`src/rtl/rv32_debug_unit.sv`:
```
// APB3 debug slave for the RV32I core: register map, halt/resume/step
// control, committed-PC breakpoints, sticky halt cause and PSLVERR.
module rv32_debug_unit #(
  parameter int NUM_BP        = 4,
  parameter bit HALT_ON_RESET = 1'b0
) (
  input  logic        clk,
  input  logic        rst,
  input  logic [11:0] apb_paddr,
  input  logic        apb_psel,
  input  logic        apb_penable,
  input  logic        apb_pwrite,
  input  logic [31:0] apb_pwdata,
  output logic [31:0] apb_prdata,
  output logic        apb_pready,
  output logic        apb_pslverr,
  input  logic        core_halted,
  input  logic        core_commit_valid,
  input  logic [31:0] core_commit_pc,
  input  logic        core_ebreak_halt,
  output logic        dbg_halt_req,
  output logic        dbg_resume_req,
  output logic        dbg_pc_wr_en,
  output logic [31:0] dbg_pc_wr_data,
  output logic [4:0]  dbg_reg_rd_addr,
  input  logic [31:0] dbg_reg_rd_data,
  output logic        dbg_reg_wr_en,
  output logic [4:0]  dbg_reg_wr_addr,
  output logic [31:0] dbg_reg_wr_data
);

  typedef enum logic [2:0] {
    S_RUN, S_HPEND, S_HALTED, S_RPEND, S_STEP
  } state_t;

  state_t      r_state;
  logic [3:0]  r_cause;
  logic [2:0]  r_bp_idx;
  logic        r_halt_req;
  logic        r_resume_req;
  logic [31:0] r_last_pc;
  logic        r_pc_wr_en;
  logic [31:0] r_pc_wr_data;
  logic        r_reg_wr_en;
  logic [4:0]  r_reg_wr_addr;
  logic [31:0] r_reg_wr_data;
  logic [31:0] r_bp_addr [NUM_BP];
  logic [NUM_BP-1:0] r_bp_en;

  logic        w_acc;
  logic        w_wr;
  logic        w_err;
  logic        w_align_err;
  logic        w_is_ctrl;
  logic        w_is_status;
  logic        w_is_pc;
  logic        w_is_gpr;
  logic        w_bp_ok;
  logic [2:0]  w_bp_sel;
  logic        w_bp_ctl;
  logic        w_mapped;
  logic        w_halted;
  logic        w_running;
  logic        w_cmd_halt;
  logic        w_cmd_resume;
  logic        w_cmd_step;
  logic        w_bp_any;
  logic [2:0]  w_bp_first;
  logic        w_bp_hit;
  logic [31:0] w_bp_rd;
  logic [31:0] w_rdata;
  logic [4:0]  w_gpr_idx;

  assign w_acc       = apb_psel & apb_penable;
  assign w_align_err = |apb_paddr[1:0];
  assign w_is_ctrl   = apb_paddr[11:2] == 10'd0;
  assign w_is_status = apb_paddr[11:2] == 10'd1;
  assign w_is_pc     = apb_paddr[11:2] == 10'd2;
  assign w_is_gpr    = (apb_paddr >= 12'h010)
                     && (apb_paddr <= 12'h08F);
  assign w_bp_sel    = apb_paddr[5:3];
  assign w_bp_ctl    = apb_paddr[2];
  assign w_bp_ok     = (apb_paddr[11:6] == 6'h04)
                     && (int'(w_bp_sel) < NUM_BP);
  assign w_mapped    = w_is_ctrl | w_is_status | w_is_pc
                     | w_is_gpr | w_bp_ok;
  assign w_halted    = r_state == S_HALTED;
  assign w_running   = r_state == S_RUN;

  // PC/GPR writes are refused unless the core is parked
  assign w_err = w_align_err | ~w_mapped
               | (apb_pwrite & (w_is_pc | w_is_gpr) & ~w_halted);
  assign w_wr  = w_acc & apb_pwrite & ~w_err;

  assign w_cmd_halt   = w_wr & w_is_ctrl & apb_pwdata[0];
  assign w_cmd_resume = w_wr & w_is_ctrl & apb_pwdata[1];
  assign w_cmd_step   = w_wr & w_is_ctrl & apb_pwdata[2];

  assign w_gpr_idx       = apb_paddr[6:2] - 5'd4;
  assign dbg_reg_rd_addr = w_gpr_idx;

  always_comb begin
    w_bp_rd = '0;
    for (int i = 0; i < NUM_BP; i++) begin
      if (int'(w_bp_sel) == i) begin
        w_bp_rd = w_bp_ctl ? {31'd0, r_bp_en[i]}
                           : r_bp_addr[i];
      end
    end
  end

  always_comb begin
    w_rdata = '0;
    unique case (1'b1)
      w_is_status: w_rdata = {21'd0, r_bp_idx, r_cause,
                              2'b00, w_running, w_halted};
      w_is_pc:     w_rdata = r_last_pc;
      w_is_gpr:    w_rdata = dbg_reg_rd_data;
      w_bp_ok:     w_rdata = w_bp_rd;
      default:     w_rdata = '0;
    endcase
  end

  assign apb_prdata  = (w_acc & ~apb_pwrite & ~w_err)
                     ? w_rdata : 32'd0;
  assign apb_pready  = 1'b1;
  assign apb_pslverr = w_acc & w_err;

  // lowest enabled index wins when several match
  always_comb begin
    w_bp_any   = 1'b0;
    w_bp_first = 3'd0;
    for (int i = NUM_BP - 1; i >= 0; i--) begin
      if (r_bp_en[i] && (r_bp_addr[i] == core_commit_pc)) begin
        w_bp_any   = 1'b1;
        w_bp_first = 3'(i);
      end
    end
  end

  assign w_bp_hit = core_commit_valid & w_bp_any;

  always_ff @(posedge clk or posedge rst) begin
    if (rst) begin
      r_bp_en <= '0;
      for (int i = 0; i < NUM_BP; i++) r_bp_addr[i] <= '0;
    end else if (w_wr && w_bp_ok) begin
      for (int i = 0; i < NUM_BP; i++) begin
        if (int'(w_bp_sel) == i) begin
          if (w_bp_ctl) r_bp_en[i]   <= apb_pwdata[0];
          else          r_bp_addr[i] <= apb_pwdata;
        end
      end
    end
  end

  always_ff @(posedge clk or posedge rst) begin
    if (rst) begin
      r_state      <= HALT_ON_RESET ? S_HPEND : S_RUN;
      r_cause      <= HALT_ON_RESET ? 4'h1 : 4'h0;
      r_bp_idx     <= 3'd0;
      r_halt_req   <= HALT_ON_RESET;
      r_resume_req <= 1'b0;
    end else begin
      r_resume_req <= 1'b0;
      unique case (r_state)
        S_RUN: begin
          if (core_ebreak_halt) begin
            r_state    <= S_HALTED;
            r_cause    <= 4'h8;
            r_halt_req <= 1'b1;
          end else if (w_bp_hit) begin
            r_state    <= S_HPEND;
            r_cause    <= 4'h2;
            r_bp_idx   <= w_bp_first;
            r_halt_req <= 1'b1;
          end else if (w_cmd_halt) begin
            r_state    <= S_HPEND;
            r_cause    <= 4'h1;
            r_halt_req <= 1'b1;
          end
        end
        S_HPEND: begin
          if (core_halted) r_state <= S_HALTED;
        end
        S_HALTED: begin
          if (w_cmd_step || w_cmd_resume) begin
            r_state      <= w_cmd_step ? S_STEP : S_RPEND;
            r_cause      <= 4'h0;
            r_bp_idx     <= 3'd0;
            r_halt_req   <= 1'b0;
            r_resume_req <= 1'b1;
          end
        end
        S_RPEND: begin
          if (!core_halted) r_state <= S_RUN;
        end
        S_STEP: begin
          if (core_ebreak_halt) begin
            r_state    <= S_HALTED;
            r_cause    <= 4'h8;
            r_halt_req <= 1'b1;
          end else if (core_commit_valid) begin
            r_state    <= S_HPEND;
            r_cause    <= 4'h4;
            r_halt_req <= 1'b1;
          end
        end
        default: begin
          r_state    <= S_RUN;
          r_cause    <= 4'h0;
          r_bp_idx   <= 3'd0;
          r_halt_req <= 1'b0;
        end
      endcase
    end
  end

  always_ff @(posedge clk or posedge rst) begin
    if (rst) begin
      r_last_pc     <= '0;
      r_pc_wr_en    <= 1'b0;
      r_pc_wr_data  <= '0;
      r_reg_wr_en   <= 1'b0;
      r_reg_wr_addr <= '0;
      r_reg_wr_data <= '0;
    end else begin
      r_pc_wr_en  <= w_wr & w_is_pc;
      r_reg_wr_en <= w_wr & w_is_gpr;
      if (core_commit_valid) r_last_pc <= core_commit_pc;
      if (w_wr && w_is_pc) r_pc_wr_data <= apb_pwdata;
      if (w_wr && w_is_gpr) begin
        r_reg_wr_addr <= w_gpr_idx;
        r_reg_wr_data <= apb_pwdata;
      end
    end
  end

  assign dbg_halt_req    = r_halt_req;
  assign dbg_resume_req  = r_resume_req;
  assign dbg_pc_wr_en    = r_pc_wr_en;
  assign dbg_pc_wr_data  = r_pc_wr_data;
  assign dbg_reg_wr_en   = r_reg_wr_en;
  assign dbg_reg_wr_addr = r_reg_wr_addr;
  assign dbg_reg_wr_data = r_reg_wr_data;

endmodule

```
`config.mk`:
```
export PLATFORM = sky130hd
export DESIGN_NAME = rv32_debug_unit
export DESIGN_NICKNAME = d
export VERILOG_FILES = /design/src/rtl/rv32_debug_unit.sv
export SDC_FILE = /design/constraint.sdc
export NUM_CORES = 1
export LEC_CHECK = 0
export BUFFER_PORTS_ARGS = -buffer_cell sky130_fd_sc_hd__buf_2
export CORE_MARGIN = 2
export CORE_UTILIZATION = 45
export DETAILED_ROUTE_END_ITERATION = 8
export PLACE_DENSITY_LB_ADDON = 0.1
export SYNTH_ARGS = -nofsm -noshare
export SYNTH_HDL_FRONTEND = slang
export SYNTH_SLANG_ARGS = --single-unit
```
`constraint.sdc`:
```
create_clock -name clk -period 12.7 [get_ports clk]
set_input_delay 0.635 -clock clk [delete_from_list [all_inputs] [get_ports clk]]
set_output_delay 0.635 -clock clk [all_outputs]
set_load 0.02 [all_outputs]
```
# After elaboration in Yosys (flattened, before gate mapping)
# Cells that the tools add are included.
# Widths: inputs -> output; s select.
[word_totals]
register_bits = 247
in_bits = 116
output_inout_bits = 112
word_cells = 148
[op_classes]
add_sub_neg = 1
order_cmp = 3
eq_ne = 21
muxes = 48
n_bitwise = 29
reduce_logical = 27
[ops]
columns = ["operator", "n"]
rows = [
  ["$mux 32", 9],
  ["$eq 32x32->1", 4],
  ["$pmux 32 s4", 1],
  ["$mux 3", 15],
  ["$mux 4", 6],
  ["$reduce_and 3->1", 8],
  ["$pmux 4 s4", 1],
  ["$and 1x1->1", 15],
  ["$pmux 3 s5", 1],
  ["$ge 12x5->1 const B", 1],
  ["$le 12x8->1 const B", 1],
  ["$mux 1", 12],
  ["$eq 10x1->1 const B", 1],
  ["$eq 10x2->1 const B", 1],
  ["$logic_not 10->1", 1],
  ["$eq 3x2->1 const B", 3],
  ["$eq 3x3->1 const B", 3],
  ["$logic_and 1x1->1", 9],
  ["$pmux 3 s3", 1],
  ["$reduce_and 4->1", 2],
  ["$not 1->1", 7],
  ["$or 1x1->1", 7],
  ["$eq 6x3->1 const B", 1],
  ["$logic_not 3->1", 2],
  ["13 further kinds", 17],
]

# Logic depth before layout (Yosys ltp)
# Gate-level depths: netlist (run 1).
[depth]
ltp_word = 16
ltp_mapped = 10
depth_no_buf = 9

# Least setup slack after synthesis (run 1)
# Ideal clock, no wire load.
[synth_timing]
kind = "input-to-output"
from = "in apb_paddr[4]"
to = "out apb_prdata[5]"
arrival_time_ps = 2964
required_time_ps = 12065
setup_slack_ps = 9101
cell_stages = 10
n_path_buf = 2
cell_sequence = "inv_1 ha_1 nor3b_1 nand2_1 o21a_1 a211o_1 or3_1 clkbuf_1 buf_2 a21oi_1"
[synth_via]
elab_chain_cells = 11
word_cells_on_any_way = 30
cone_classes = "3 x order compare; 5 x eq/ne; 6 x mux; 12 x bitwise; 4 x reduce/logical"
[synth_rtl]
columns = ["item", "line_no", "rtl"]
rows = [
  ["start: declaration", "9", "input logic [11:0] apb_paddr,"],
  ["parallel branches: the longest is 10 deep, another holds $ge 12x5->1", "-", ""],
  ["$mux 32 *", "125", "? w_rdata : 32'd0;"],
  ["end: declaration", "14", "output logic [31:0] apb_prdata,"],
]
# Every way passes the cells marked *.

# Worst setup path in the final report (run 1)
[layout_timing]
from = "in apb_paddr[4]"
to = "out apb_prdata[15]"
# Same word-level chain as after synthesis.

==> flow_summary.ini, run 1 <==
[critical_path]
crit_chain = buf_2, inv_1, ha_1, nor3b_1, nand2_1, o21a_1, a211o_1, or3_1, buf_4, nor2_1, buf_2
critical_path.max_stage_delay_ns = 0.65
crit_path_start = apb_paddr[4]
critPathTopFamily = simple AND/OR/NAND/NOR gates
crit_type = in2out
r2r_start = r_bp_addr[43]
cp_slowest_cell = or3_1
cp.required_ns = 12.06
end_kind = output port
worstPathMaxFanout = 18
critPathArrivalTime_ns = 3.63
cp-start-kind = input pin
crit_top_cell = buf_2
path_buf_inv = 4

[placement]
dp_hpwl_mm = 25.1
io_buffers = 226
gp_congestion = 0.872
pre_cts_ws_ns = 8.46

[final_layout]
final_nets = 1321
syn_to_final_growth_pct = 18.4
multi_input_area_um2 = 5910
layout-drive-gt1-share_pct = 42.1
nFillCells = 2411
ff_latch_area_um2 = 6160

[clock_network]
htree_levels = 1
post_cts_buffers = 0
cts_sinks = 246
path_clk_slew_ns = 0.05
cts_root_buffer = clkbuf_16
cts_tree = built
postCtsHoldBufs = 0
numCtsBuffers = 28
cts.path.max_buffers = 3
post_cts_resized = 0
insertion_delay_ns = 0.54

[power_and_ir_drop]
combPwrFrac_pct = 9.0
p_leak_nw = 7.26
internal_power_mw = 1.40
powerDensity_nw_per_um2 = 125
finalPower_mw = 1.85
clockPowerShare_pct = 46.7
peakVddDrop_uv = 82.3
power.switching_uw = 448
switching_share_pct = 24.2
pwr-share-seq_pct = 44.2

[worst_hold_path]
hp-class = in2async

[synth]
yosys-top-cells-area = dfrtp_1, mux2_2, xor2_1
synth_edf_count = 0
seq_area_frac_synth_pct = 49.2
syn_inst = 1024
ys_ff_latch = 246
syn_area_um2 = 12500
synthTopCellsByCount = dfrtp_1, mux2_2, xor2_1, a22oi_1, a21oi_1
yosysWarnings = 0
avgSynthCellArea_um2 = 12.2
synth_top_area_cell = dfrtp_1
synth_fp_nets = 1142
synth.distinct_cells = 61
netlist.area_leader.share_pct = 49.2
synth_most_common_cell = dfrtp_1
synth_ff_type = dfrtp_1
synthArstFlopShare_pct = 100

[flow_run]
max_cap_violations = 0

[sta]
tightestPinTransition_ns = 1.07
rsz0062_at_grt = false
max_freq_ghz = 0.235
period_needed_ns = 4.26
hold_viol = 0
fin_crit_sh_pct = 33.6
setup_viol = 0
setup_ws_ns = 8.44
slew_headroom_pct = 28.4
maxSlewViolCount = 0
fin_skew_ns = 0.00868
fin_setup_tns_ns = 0

[global_routing]
antenna_found_initial = 3
grt_pass1_wl_mm = 56.2
grt_overflow = 0
grt_pass1_vias = 9044
grt_max_degree = 117
grt_usage_pct = 25.7

[drt]
ant_nets = 0
route.vias.total = 9062
drc_errors = 0
post_drt_via_cell_ratio = 5.65
wl_mm = 37.4
drtPass1Iterations = 4
dr.first_iter.drc_count = 628
wl_per_cell_um = 23.3

[die]
die_height_um = 171
die-area_um2 = 29200
start_util_pct = 45.4
coreArea_um2 = 27600
rows = 61
io_pins = 228
die_w_um = 171

[outcome]
status = complete, no violations
flip-flops by register name (all words and copies together), names as in the netlist, 2 cells and up:
| name | flops |
|---|---|
| dbg_reg_wr_data | 32 |
| r_bp_addr | 128 |
| dbg_pc_wr_data | 32 |
| r_last_pc | 32 |
| r_cause | 4 |
| r_bp_idx | 2 |
| r_state | 3 |
| dbg_reg_wr_addr | 5 |
| r_bp_en | 4 |
metrics by stage:
stage	area, µm²	util, %	hold slack, ns	cells
final	14800	53.8	0.217	1605
after global routing	14800	53.8	0.312	1603
after CTS	14800	53.8	0.291	1603
after detailed placement	13800	50.2	0.473	1551
after global placement	13800	50.2	0.466	1551
after floorplan	12500	-	0.466	1024
layer usage:
metal  GRT usage [%]  vias up  wire (µm)
li1                -     4069          -
met1            36.4     4610      16900
met2            40.8      327      17100
met3            4.72       54       2580
met4            6.58        2        815
met5               0        -          7
path summary, 6_finish.rpt:
check                                endpoint  slack [ns]  cells after the start
max in group asynchronous      r_bp_addr[120]       10.98                      3
hold reg to reg            dbg_reg_wr_addr[2]        0.48                      2
hold / removal             dbg_pc_wr_data[20]        0.22                      2
min in group clk                   r_state[1]        0.33                      3
setup reg to reg                   r_cause[0]        9.65                      7
setup / recovery               apb_prdata[15]        8.44                     11
layout make-up:
| cell class | instances | area share [%] |
|---|---|---|
| multi-input combinational | 676 | 39.9 |
| antenna | 2 | 0.0338 |
| timing repair buffer | 240 | 8.34 |
| clock buffer | 42 | 5.43 |
| inverter | 11 | 0.329 |
| sequential | 246 | 41.5 |
| clock inverter | 10 | 1.22 |
| tap | 378 | 3.19 |
power by group through the flow:
stage               Sequential, mW  Combinational, mW  Clock [mW]
detailed placement           0.832              0.166           0
floorplan                    0.825              0.111           0
global placement             0.832              0.166           0
global route                 0.820              0.183       0.913
finish                       0.818              0.167       0.864
CTS                          0.818              0.167       0.881
layout by cell type (no fill, tap or decap), types with 3 or more instances in the layout:
cell type	Yosys	layout
a21oi_1	47	47
a221oi_1	24	24
a22o_1	3	3
a22oi_1	69	69
buf_2	32	226
buf_4	6	14
bufinv_16	0	5
clkbuf_1	46	10
clkbuf_16	0	29
clkbuf_8	1	3
clkinv_2	0	3
dfrtp_1	246	246
inv_1	11	10
mux2_1	31	31
mux2_2	200	200
nand2_1	19	17
nand2b_1	7	7
nand3_1	7	7
nand4_1	13	13
nor2_1	40	38
nor2b_2	0	3
nor3_1	8	6
nor4_1	23	22
nor4_2	4	5
o21a_1	4	4
o21ai_0	5	5
xnor2_1	40	40
xor2_1	85	85
xor2_2	4	4
logic make-up (layout without fill, tap and decap cells):
group	count (synthesis)	after routing	share of synthesized area, %
DFF	246	246	49.2
muxes	235	235	21.3
AOI/OAI and AO/OA	168	168	9.80
and+or+nand+nor	141	141	6.25
xor gates and xnor gates	129	129	9.27
buffers and inverters	102	303	3.94
adders and majority gates	2	2	0.200
other	1	3	0.0300
(Power assumes the default switching activity.)
==> run 2, diff against run 1 <==
==> constraint.sdc (replaced) <==
create_clock -name clk -period 4.4 [get_ports clk]
set_input_delay 0.22 -clock clk [delete_from_list [all_inputs] [get_ports clk]]
set_output_delay 0.22 -clock clk [all_outputs]
set_load 0.02 [all_outputs]
==> run 2 against run 1 <==
  * First-iteration DRC count is 5.4% higher
  * Core utilization is 0.50 points higher
  * Clock power grew to 2.6 times the previous value
  * Global-route usage is 0.16 points higher
  * Critical path type unchanged
  * Largest power group is now sequential cells
==> flow_summary.ini, run 2 (same netlist as run 1, synthesis figures left out) <==
[clock_network]
post_cts_buffers = 0
cts.path.max_buffers = 3
insertion_delay_ns = 0.54
post_cts_resized = 0
cts_tree = built
path_clk_slew_ns = 0.06
postCtsHoldBufs = 19
htree_levels = 1
numCtsBuffers = 27
cts_root_buffer = clkbuf_16
cts_sinks = 246

[critical_path]
r2r_start = r_bp_addr[60]
critical_path.max_stage_delay_ns = 0.64
crit_type = in2out
end_kind = output port
worstPathMaxFanout = 19
cp_slowest_cell = or3_1
critPathTopFamily = simple AND/OR/NAND/NOR gates
setup.worst_path.end = apb_prdata[1]
cp-start-kind = input pin
crit_top_cell = buf_2
critPathArrivalTime_ns = 3.24
cp.required_ns = 4.18
worstReg2RegEnd = r_cause[0]
crit_path_start = apb_paddr[4]
path_buf_inv = 4
crit_chain = buf_2, inv_1, ha_1, nor3b_1, nand2_1, o21a_1, a211o_1, or3_1, buf_4, a21oi_1, buf_2
r2r_cells = 7
reg2reg_slack_ns = 1.47
cp_num_cells = 11

[power_and_ir_drop]
peakVddDrop_uv = 239
combPwrFrac_pct = 9.7
internal_power_mw = 3.86
power.switching_mw = 1.26
switching_share_pct = 24.6
powerDensity_nw_per_um2 = 342
finalPower_mw = 5.11
p_leak_nw = 7.34
clockPowerShare_pct = 44.1
pwr-share-seq_pct = 46.1

[placement]
gp_congestion = 0.892
io_buffers = 226
dp.cells = 1558
pre_cts_ws_ns = 0.959
dp_hpwl_mm = 25.6
dpl-instance-area_um2 = 13900

[final_layout]
antenna_cells = 0
syn_to_final_growth_pct = 19.5
layout-drive-gt1-share_pct = 41.9
most-common-layout-cells = dfrtp_1, buf_2, mux2_2
stdcell_count = 1623
regMostFlops = r_bp_addr
fin_area_um2 = 15000
layout_commonest_cell = dfrtp_1
final_nets = 1346
fin_util_pct = 54.3
largest_reg_flops = 128

[drt]
post_drt_via_cell_ratio = 5.58
route.vias.total = 9060
drtPass1Iterations = 5
ant_nets = 0
dr.first_iter.drc_count = 662
wl_per_cell_um = 23.1
drc_errors = 0
wl_mm = 37.5

[die]
io_pins = 228
coreArea_um2 = 27600
start_util_pct = 45.4
die_w_um = 171
die_height_um = 171
die-area_um2 = 29200
rows = 61

[flow_run]
max_cap_violations = 0

[global_routing]
grt_pass1_wl_mm = 56.4
grt_overflow = 0
grt_pass1_vias = 9177
antenna_found_initial = 0
grt_max_degree = 112
grt_usage_pct = 25.9

[sta]
fin_crit_sh_pct = 78.5
hold_ws_ns = 0.0172
rsz0062_at_grt = false
period_needed_ns = 3.46
fin_setup_tns_ns = 0
hold_viol = 0
setup_viol = 0
fin_skew_ns = 0.0181
slew_headroom_pct = 29.7
maxSlewViolCount = 0
setup_ws_ns = 0.945
max_freq_ghz = 0.289
tightestPinTransition_ns = 1.05

[outcome]
status = complete, no violations

[worst_hold_path]
hp-class = in2reg
-- run 2: cell types whose count changed in the layout (fill, tap and decap cells not counted), moves of 2 or more --
cell           previous run  this run
buf_4                    14        20
clkbuf_1                 10         5
diode_2                   2         0
clkbuf_8                  3         7
bufinv_16                 5         2
clkinv_2                  3         5
clkbuf_16                29        27
dlygate4sd3_1             0        19
-- run 2: worst min path at each step --
stage / from / endpoint / slack (ns) / cells after the start
3_5_place_dp: rst / dbg_reg_wr_data[21] / 0.45 / 2
5_1_grt: apb_pwdata[28] / dbg_pc_wr_data[28] / 0.005 / 2
3_3_place_gp: rst / dbg_reg_wr_data[21] / 0.45 / 2
6_report: apb_pwdata[28] / r_bp_addr[92] / 0.02 / 2
2_1_floorplan: apb_paddr[4] / dbg_reg_wr_addr[2] / 0.33 / 1
4_1_cts: apb_pwdata[31] / r_bp_addr[63] / 0.0008 / 2
-- run 2: cell type report --
| type | count | area, µm² |
|---|---|---|
| fill | 2428 | 12600 |
| sequential | 246 | 6160 |
| clock inverter | 7 | 85.1 |
| inverter | 11 | 45.0 |
| multi-input combinational | 676 | 5910 |
| timing repair buffer | 266 | 1490 |
| tap | 378 | 473 |
| clock buffer | 39 | 791 |
-- run 2: per-layer routing --
layer | GRT usage [%] | wire, µm | share of wire [%]
met5 | 0 | 0 | 0
met4 | 8.62 | 1250 | 3.3
met3 | 4.79 | 2350 | 6.3
met2 | 40.4 | 17000 | 45
met1 | 36.3 | 16900 | 45
-- run 2: power groups by stage --
stage | Combinational, mW | Sequential, mW | Clock, mW
after floorplan | 0.322 | 2.38 | 0
after detailed placement | 0.484 | 2.40 | 0
after global placement | 0.483 | 2.40 | 0
final | 0.497 | 2.36 | 2.26
after CTS | 0.498 | 2.36 | 2.31
after global routing | 0.541 | 2.37 | 2.40
-- run 2: worst reg2reg max path, stage by stage, from the launching register on --
cell and delay (ns):
dfrtp_1 0.41, xor2_1 0.20, nor4_1 0.65, nand4_1 0.21
or3_2 0.58, a41oi_4 0.30, o211ai_4 0.15, mux2_4 0.31
==> run 3, diff against run 2 <==
==> constraint.sdc (replaced) <==
create_clock -name clk -period 2.8 [get_ports clk]
set_input_delay 0.14 -clock clk [delete_from_list [all_inputs] [get_ports clk]]
set_output_delay 0.14 -clock clk [all_outputs]
set_load 0.02 [all_outputs]
==> run 3 against run 2 <==
  * Sequential share of layout area decreased by 2.4 points
  * Combinational power increased by 77%
  * Wire length increased by 1.5%
  * Non-clock buffer count increased by 69
  * Via count increased by 3.6%
  * Clock power increased by 66%
  * Sequential power increased by 57%
  * Design area increased by 6.1%
  * Core utilization increased by 3.3 points
  * Critical path depth decreased by 3
  * Setup slack got worse by 0.86 ns
==> flow_summary.ini, run 3 (same netlist as run 1, synthesis figures left out) <==
[drt]
route.vias.total = 9383
wl_mm = 38.1
drc_errors = 0
dr.first_iter.drc_count = 611
post_drt_via_cell_ratio = 5.53
ant_nets = 0
wl_per_cell_um = 22.4
drtPass1Iterations = 5

[clock_network]
htree_levels = 1
cts_sinks = 246
insertion_delay_ns = 0.54
cts_tree = built
cts.path.max_buffers = 3
path_clk_slew_ns = 0.06
cts_root_buffer = clkbuf_16
numCtsBuffers = 28

[placement]
gp_congestion = 0.894
io_buffers = 226
dp_hpwl_mm = 26.0
dpl-instance-area_um2 = 14200

[critical_path]
cp_slowest_cell = or4_4
r2r_cells = 8
critPathTopFamily = simple AND/OR/NAND/NOR gates
crit_type = reg2reg
cp-start-kind = flip-flop
reg2reg_slack_ns = 0.08
worstPathMaxFanout = 6
cp.required_ns = 3.22
path_buf_inv = 1
crit_chain = xor2_1, nor4_2, buf_4, nand4_1, or4_4, a41oi_4, o211ai_4, mux2_4
critical_path.max_stage_delay_ns = 0.60
critPathArrivalTime_ns = 3.14
end_kind = flip-flop
r2r_start = r_bp_addr[24]
worstReg2RegEnd = r_cause[0]

[power_and_ir_drop]
switching_share_pct = 24.4
peakVddDrop_uv = 416
powerDensity_nw_per_um2 = 526
internal_power_mw = 6.30
combPwrFrac_pct = 10.5
pwr-share-seq_pct = 44.5
clockPowerShare_pct = 44.9
power.switching_mw = 2.04
p_leak_nw = 7.74
finalPower_mw = 8.34

[worst_hold_path]
hp-class = in2reg
whs_endpoint = r_last_pc[15]
min_path_cells = 3
hold_start = core_commit_pc[15]

[sta]
fin_skew_ns = 0.00787
hold_viol = 0
tightestPinTransition_ns = 0.761
maxSlewViolCount = 0
fin_crit_sh_pct = 97.1
max_freq_ghz = 0.368
slew_headroom_pct = 49.2
setup_viol = 0
hold_ws_ns = 0.0248
period_needed_ns = 2.72

[final_layout]
final_nets = 1416
regMostFlops = r_bp_addr
syn_to_final_growth_pct = 26.7
antenna_cells = 0
layout_commonest_cell = dfrtp_1
fin_util_pct = 57.6
fin_area_um2 = 15900
most-common-layout-cells = dfrtp_1, buf_2, mux2_2
layout-drive-gt1-share_pct = 42.0
largest_reg_flops = 128

[global_routing]
grt_max_degree = 76
grt_pass1_vias = 9404
grt_pass1_wl_mm = 57.0
grt_overflow = 0
antenna_found_initial = 0
grt_usage_pct = 25.9

[die]
die-area_um2 = 29200
die_height_um = 171
rows = 61
io_pins = 228
start_util_pct = 45.4
coreArea_um2 = 27600
die_w_um = 171

[flow_run]
max_cap_violations = 0

[outcome]
status = complete, no violations
[run 3: changes by cell type in the layout (fill, tap and decap cells not counted), sizes merged]
cell / delta
buf: +22
bufinv: -1
clkbuf: +7
clkinv: -2
dlygate4sd3: +47
[run 3: cell type report]
| class | count | area, µm² |
|---|---|---|
| fillers | 2371 | 11700 |
| flip-flops and latches | 246 | 6160 |
| multi-input cells | 676 | 5940 |
| repair buffers | 335 | 2290 |
| clock buffers | 46 | 910 |
| well taps | 378 | 473 |
| clock inverters | 4 | 45.0 |
| inverters | 11 | 45.0 |
[run 3: worst min-delay path, delay by kind of cell]
kind	cells	cell delay, ns
buffers and inverters	2	0.25
muxes	1	0.14
[run 3: worst max path at each step]
stage,start,end,cells past startpoint
2_1_floorplan,rst,dbg_halt_req,1
3_3_place_gp,r_bp_addr[24],r_cause[0],8
3_5_place_dp,apb_paddr[5],apb_prdata[7],11
4_1_cts,r_bp_addr[24],r_cause[0],8
5_1_grt,apb_paddr[5],apb_prdata[7],11
6_report,r_bp_addr[24],r_cause[0],8
[run 3: per-stage QoR]
stage	cells	setup WS (ns)	setup TNS [ns]
after global routing	1696	-0.0202	-0.0376
after detailed placement	1578	-0.0194	-0.0682
after CTS	1694	0.0444	0
final	1696	0.0826	0
after floorplan	1024	-0.572	-140.65
after global placement	1578	0.0634	0
[run 3: layer usage]
layer	up-vias	track usage, %	routed length [µm]
li1	4264	-	-
met4	0	6.02	843
met2	303	42.0	17800
met1	4765	35.6	17000
met3	51	5.69	2380
met5	-	0	0
[run 3: power by group through the flow]
stage | clock network (mW) | registers [mW] | logic [mW]
floorplan | 0 | 3.74 | 0.505
finish | 3.75 | 3.71 | 0.880
detailed placement | 0 | 3.78 | 0.792
global route | 3.96 | 3.72 | 0.961
global placement | 0 | 3.77 | 0.789
CTS | 3.82 | 3.71 | 0.879
[run 3: what timing repair did]
item,in CTS,in global routing
endpoints found under the setup margin,6,9
setup buffers,0,2
pin swaps,0,2
resized for setup,1,6
endpoints found under the hold margin,239,0
hold buffers,66,0
